==> src/rtl/fetch_queue.sv <==
// fetch_queue: PC owner and instruction buffer between imem and decode
module fetch_queue #(
  parameter logic [31:0] RESET_PC = 32'h0000_0000,
  parameter int          DEPTH    = 4,
  parameter int          CW       = 3
) (
  input  logic          clk,
  input  logic          rst,
  output logic [31:0]   op_instr_addr_from_proc,
  input  logic [31:0]   ip_instr_from_imem,
  input  logic          ip_instr_valid,
  input  logic          ip_redirect_valid,
  input  logic [31:0]   ip_redirect_pc,
  input  logic          ip_deq_ready,
  output logic          op_instr_valid,
  output logic [31:0]   op_instr,
  output logic [31:0]   op_instr_pc,
  output logic          op_halted,
  output logic [CW-1:0] op_count
);
  localparam int AW = CW - 1;
  localparam logic [CW-1:0] FULL = CW'(DEPTH);
  logic [31:0]   pc_q, pc_d;
  logic [AW-1:0] rp_q, rp_d, wp_q, wp_d;
  logic [CW-1:0] cnt_q, cnt_d;
  logic          halt_q, halt_d;
  logic [31:0]   pc_mem_q [DEPTH];
  logic [31:0]   in_mem_q [DEPTH];
  logic          pop, accept, push, eop;
  assign op_instr_valid          = cnt_q != '0;
  assign op_instr                = op_instr_valid ? in_mem_q[rp_q] : 32'd0;
  assign op_instr_pc             = op_instr_valid ? pc_mem_q[rp_q] : 32'd0;
  assign op_halted               = halt_q;
  assign op_count                = cnt_q;
  assign op_instr_addr_from_proc = pc_q;
  // A redirect suppresses both the pop and the fetch so the flush wins cleanly
  assign pop    = op_instr_valid & ip_deq_ready & ~ip_redirect_valid;
  assign accept = ~halt_q & ip_instr_valid & ((cnt_q != FULL) | pop) & ~ip_redirect_valid;
  assign push   = accept & (ip_instr_from_imem != 32'd0);
  assign eop    = accept & (ip_instr_from_imem == 32'd0);
  // Next-state: redirect flushes everything, otherwise push/pop/advance
  always_comb begin
    pc_d   = ip_redirect_valid ? {ip_redirect_pc[31:2], 2'b00} : (push ? pc_q + 32'd4 : pc_q);
    halt_d = ip_redirect_valid ? 1'b0 : (halt_q | eop);
    rp_d   = ip_redirect_valid ? '0 : (pop ? rp_q + AW'(1) : rp_q);
    wp_d   = ip_redirect_valid ? '0 : (push ? wp_q + AW'(1) : wp_q);
    cnt_d  = ip_redirect_valid ? '0 : cnt_q + CW'(push) - CW'(pop);
  end
  // Control state with asynchronous active-low reset
  always_ff @(posedge clk or negedge rst) begin
    if (!rst) begin
      pc_q   <= RESET_PC;
      halt_q <= 1'b0;
      rp_q   <= '0;
      wp_q   <= '0;
      cnt_q  <= '0;
    end else begin
      pc_q   <= pc_d;
      halt_q <= halt_d;
      rp_q   <= rp_d;
      wp_q   <= wp_d;
      cnt_q  <= cnt_d;
    end
  end
  // Entry storage: contents are don't-care until the count covers them
  always_ff @(posedge clk) begin
    if (push) begin
      pc_mem_q[wp_q] <= pc_q;
      in_mem_q[wp_q] <= ip_instr_from_imem;
    end
  end
endmodule

==> config.mk <==
export PLATFORM = sky130hd
export DESIGN_NAME = fetch_queue
export DESIGN_NICKNAME = d
export VERILOG_FILES = /design/src/rtl/fetch_queue.sv
export SDC_FILE = /design/constraint.sdc
export NUM_CORES = 1
export LEC_CHECK = 0
export BUFFER_PORTS_ARGS = -buffer_cell sky130_fd_sc_hd__buf_2
export CORE_ASPECT_RATIO = 1.1
export CORE_MARGIN = 3
export CORE_UTILIZATION = 29
export CTS_CLUSTER_SIZE = 16
export DETAILED_ROUTE_END_ITERATION = 7
export GPL_TIMING_DRIVEN = 0
export HOLD_SLACK_MARGIN = 0.12
export PLACE_DENSITY_LB_ADDON = 0.15
export REMOVE_ABC_BUFFERS = 1
export SLEW_MARGIN = 20
export SYNTH_ARGS = -nofsm -noshare
export SYNTH_HDL_FRONTEND = slang
export SYNTH_SLANG_ARGS = --single-unit
export TNS_END_PERCENT = 20
==> constraint.sdc <==
create_clock -name clk -period 2.98 [get_ports clk]
set_input_delay 0.298 -clock clk [delete_from_list [all_inputs] [get_ports clk]]
set_output_delay 0.298 -clock clk [all_outputs]
set_load 0.05 [all_outputs]
# == Word-level counts from Yosys, hierarchy flattened ==
# Memory sizes are Yosys's and may differ from the RTL's.
# Cells that the tools add are included.
# word_totals
in_bits,69
regBits,40
mem_count,2
output_inout_bits,101
word_cells,41
ram_bits,256
# classes
eq_ne,1
n_addsub,5
mux,12
bitwise_logic,11
n_reduce_logical,5
# memory_table
memory,words,width,rd,rd_ports_with_merged_regs,write_ports,line,source
in_mem_q,4,32,1,0,1,28,logic [31:0] in_mem_q [DEPTH];
pc_mem_q,4,32,1,0,1,27,logic [31:0] pc_mem_q [DEPTH];
# ops
operator,count
two-way mux 32 bit,4
adder 32 x 3 -> 32 bit (second input constant),1
zero test 32 bit,1
nonzero test 32 bit,1
two-way mux 2 bit,4
AND 1 bit,7
adder 2 x 1 -> 2 bit (second input constant),2
nonzero test 2 bit,2
adder 3 x 1 -> 3 bit,1
two-way mux 1 bit,3
two-way mux 3 bit,1
inequality test 3 bit (second input constant),1
nonzero test 3 bit,1
subtractor 3 x 1 -> 3 bit,1
NOT 1 bit,2
bitwise OR 1 bit,2

# == Longest topological paths before layout ==
# depth
depth_word,10
ltp_mapped,13
ltp_nobuf,12

# == Least setup slack after synthesis ==
# No wires, ideal clock.
# synth_timing
path_type,reg-to-reg
from,"register cnt_q[1], in the netlist op_count[1]"
to,"memory in_mem_q[0][0], enable pin"
n_path_buf,1
arrival_ns,3.154
synth_period_minus_slack_ns,3.581
setup_ns,0.427
path_stages_with_launch,7
required_ns,2.553
slack_ns,-0.601
cell_sequence,dfrtp_1 nor4b_1 nor2_2 o21ai_0 buf_2 nor2_1 and2_1
# synth_between
elab_chain_cells,9
elab_cells_between_ends,10
cone_classes,eq/ne: 1; mux: 2; bitwise: 6; reduce/logical: 1
# synth_rtl
item,line,source
"start, declared",25,"logic [CW-1:0] cnt_q, cnt_d;"
"start signal, assigned",62,cnt_q <= cnt_d;
nonzero test 3 bit,30,assign op_instr_valid = cnt_q != '0;
AND 1 bit (2 in series),37,assign pop = op_instr_valid & ip_deq_ready & ~ip_redirect_valid;
bitwise OR 1 bit (*),38,assign accept = ~halt_q & ip_instr_valid & ((cnt_q != FULL) | pop) & ~ip_redirect_valid;
AND 1 bit (*) (2 in series),38,
AND 1 bit (*),39,assign push = accept & (ip_instr_from_imem != 32'd0);
two-way mux 1 bit (*),67,if (push) begin
two-way mux 1 bit (implied by the code) (*),69,in_mem_q[wp_q] <= ip_instr_from_imem;
"end, declared",28,
# Every way passes the cells marked *; elsewhere a longest branch is shown, timed or not.

# == Worst setup path in the final report ==
# layout_timing
from,register rp_q[0]
to,output port op_instr[0]
# layout_between
elab_chain_cells,2
# layout_rtl
item,line,source
"start, declared",24,"logic [AW-1:0] rp_q, rp_d, wp_q, wp_d;"
"start signal, assigned",60,rp_q <= rp_d;
memory (4 x 32 bit),--,
two-way mux 32 bit,31,assign op_instr = op_instr_valid ? in_mem_q[rp_q] : 32'd0;
"end, declared",16,"output logic [31:0] op_instr,"
# Every way passes these cells.

==> impl_metrics.py <==
metrics = {
    "status": {
        "outcome": "completed",
    },
    "clock_tree": {
        "cts_buffers": 31,
        "clockRootBuffer": "clkbuf_16",
        "htree_levels": 1,
        "clkTransAtPathRegs_ns": 0.06,
        "cts_tree": "built",
        "clock_sinks": 286,
        "clock_latency_ns": 0.56,
        "ctsLongestPathBuffers": 3,
    },
    "synthesis": {
        "avgSynthCellArea_um2": 17.70,
        "async_flop_share": 0.1329,
        "synthFlopType": "edfxtp_1",
        "synth.distinct_cells": 49,
        "synth_edf_count": 248,
        "synth-seq-cells": 286,
        "synth_seq_area_share": 0.7177,
        "ys_warn_count": 0,
        "syn_area_mm2": 0.01170,
        "synth_cells": 661,
    },
    "worst_setup_path": {
        "max_stage_delay_ns": 0.69,
        "cp.required_ns": 2.68,
        "cp-start-kind": "flop",
        "worstReg2RegEnd": "op_count[2]",
        "worstPathArrival_ns": 2.52,
        "crit_type": "reg2out",
        "crit_family": "flip-flops",
        "r2r_slack_ns": 0.31,
        "reg2regPathDepth": 12,
        "crit_fanout": 29,
        "cp_num_buf_inv": 2,
        "rr_startpoint": "op_halted",
        "end_kind": "primary output",
        "worstPathCellList": "buf_16 > mux4_2 > and2_1 > buf_2",
        "slowest_stage": "dfrtp_4",
    },
    "die": {
        "rows": 76,
        "io_pins": 170,
        "die_area_mm2": 0.04280,
        "floorplan.initialDensity": 0.2965,
        "die_h_um": 216.7,
        "placeableCoreArea_mm2": 0.03946,
        "die_w_um": 197.5,
    },
    "global_route": {
        "grtUsageTotal": 0.1380,
        "grt_pass1_wl_um": 45250,
        "grt_max_degree": 45,
        "overflow": 0,
        "grt_pass1_vias": 7133,
        "antenna_found_initial": 0,
    },
    "place": {
        "globalplace.congestion": 0.6854,
        "portBuffers": 163,
        "dp_hpwl_um": 17550,
        "placed_cells": 1305,
    },
    "sta": {
        "fin_crit_sh": 0.9462,
        "tns_ns": 0,
        "tightest_slew_ns": 1.030,
        "slew_headroom": 0.3093,
        "max_freq_ghz": 0.3547,
        "fin_skew_ns": 0.01097,
        "min_period_ns": 2.820,
        "final_hold_viol_count": 0,
        "slew_viol_final": 0,
        "setup_viol": 0,
        "rsz0062_at_grt": "no",
    },
    "routing": {
        "wl_per_cell_um": 20.60,
        "maxUsedRoutingLayer": "met4",
        "wl_met1_um": 13330,
        "drt_drc_violations_left": 0,
        "wl_um": 29480,
        "vias_per_cell": 4.674,
        "dr.pass1.iters": 4,
        "drt_iter0_markers": 210,
        "vias": 6688,
        "wl_met2_um": 14410,
        "ant_nets": 0,
        "met3WireLength_um": 1193,
    },
    "final_layout": {
        "drive_gt1_frac": 0.3301,
        "fin_nets": 977,
        "area_delta_synth_final_pct": 27.98,
        "antenna_cells": 0,
        "final_cell_mix": "edfxtp_1 (248), buf_2 (162), dlygate4sd3_1 (64)",
        "stdcell_count": 1431,
        "final_common_cell": "edfxtp_1",
    },
    "min_path": {
        "min_path_type": "in2async",
    },
    "pwr": {
        "powerDensity_mw_per_mm2": 851.3,
        "swShare": 0.3506,
        "p_clk_frac": 0.312,
        "p_int_mw": 8.278,
        "combPwrFrac": 0.307,
        "p_leak_nw": 5.279,
        "p_sw_mw": 4.470,
        "ir_drop_mv": 0.8565,
        "seq_power_share": 0.381,
    },
    "job": {
        "maxCapViolCount": 0,
    },
}
-- layer usage --
layer  global-route usage  vias to the layer above
met5                    0                        -
met4              0.03280                        0
met3              0.02146                       43
met2               0.2308                      141
met1               0.1904                     3415
li1                     -                     3089
-- logic make-up after synthesis --
family                   count (synthesis)  share of synthesized area
adder cells (fa/ha/maj)                  8                   0.009196
XOR/XNOR                                16                    0.01198
AO/OA/AOI/OAI                           58                    0.03283
other                                    1                  0.0003205
buffers and inverters                   48                    0.01818
multiplexers                            66                     0.1229
AND/OR/NAND/NOR                        178                    0.08693
flip-flops                             286                     0.7177
-- area by class of cell --
class / count / area (um^2)
fillers: 3727 / 24490
multi-input cells: 330 / 3148
clock inverters: 16 / 230.2
inverters: 10 / 37.54
well taps: 507 / 634.4
repair buffers: 241 / 1707
flip-flops and latches: 286 / 8406
clock buffers: 41 / 813.3
-- registers in the layout (all words and copies together), names as in the netlist --
signal / count
in_mem_q: 128
pc_mem_q: 120
op_instr_addr_from_proc: 30
op_count: 3
rp_q: 2
wp_q: 2
op_halted: 1
-- power by group through the flow --
stage / logic [mW] / registers (mW) / clock network, mW
floorplan: 2.54 / 5.16 / 0
global placement: 3.73 / 5.17 / 0
detailed placement: 3.92 / 4.96 / 0
CTS: 3.99 / 4.87 / 4.10
global route: 4.16 / 4.91 / 4.28
finish: 3.91 / 4.86 / 3.98
-- synth_stat cells, types with 2 or more instances --
cell type  number  share of area
a211o_1         2         0.0015
a31oi_1        13         0.0070
and2_1         66          0.035
and3_1          2         0.0011
and4_1          2         0.0015
buf_2           8         0.0034
buf_4           4         0.0026
clkbuf_1       24         0.0077
dfrtp_1        38          0.081
edfxtp_1      248           0.64
ha_1            7         0.0075
inv_1          10         0.0032
mux2i_1         3         0.0026
mux4_2         62           0.12
nand2_1        22         0.0071
nand2b_1        2         0.0011
nand3_1        13         0.0056
nand4_1         6         0.0032
nor2_1         29         0.0093
nor2b_1         2         0.0011
nor3_1          2        0.00086
nor4_1         11         0.0059
o2111ai_1       6         0.0045
o211a_1         2         0.0017
o211ai_1        5         0.0032
o21ai_0        24          0.010
or3_1          12         0.0064
xnor2_1         5         0.0037
xor2_1         11         0.0082
-- metrics by stage --
step	worst slack [ns]	hold WS [ns]	power [mW]	util	cell area, um^2
floorplan	-0.8271	0.002409	7.700	-	11540
CTS	0.01165	0.2703	12.97	0.3784	14930
global route	0.002881	0.1789	13.35	0.3795	14980
finish	0.1604	0.1856	12.75	0.3795	14980
detailed placement	-1.236	0.5027	8.873	0.3347	13210
global placement	-3.355	0.4980	8.895	0.3291	12990
-- worst max path at each step --
stage	from	end	depth (start not counted)	slack, ns
2_1_floorplan	op_count[1]	in_mem_q[0][0]	5	-0.83
3_3_place_gp	ip_instr_from_imem[4]	in_mem_q[0][15]	6	-3.35
3_5_place_dp	ip_instr_from_imem[4]	op_count[2]	13	-1.24
4_1_cts	ip_instr_from_imem[28]	op_count[2]	15	0.01
5_1_grt	rp_q[0]	op_instr[0]	4	0.003
6_report	rp_q[0]	op_instr[0]	4	0.16
-- timing repair --
action	CTS	global route
gates cloned	0	0
resized for setup	2	5
setup buffers	4	0
endpoints found under the setup margin	257	102
endpoints found under the hold margin	198	0
pin swaps	2	0
hold buffers	64	0
(Power assumes the default switching activity.)
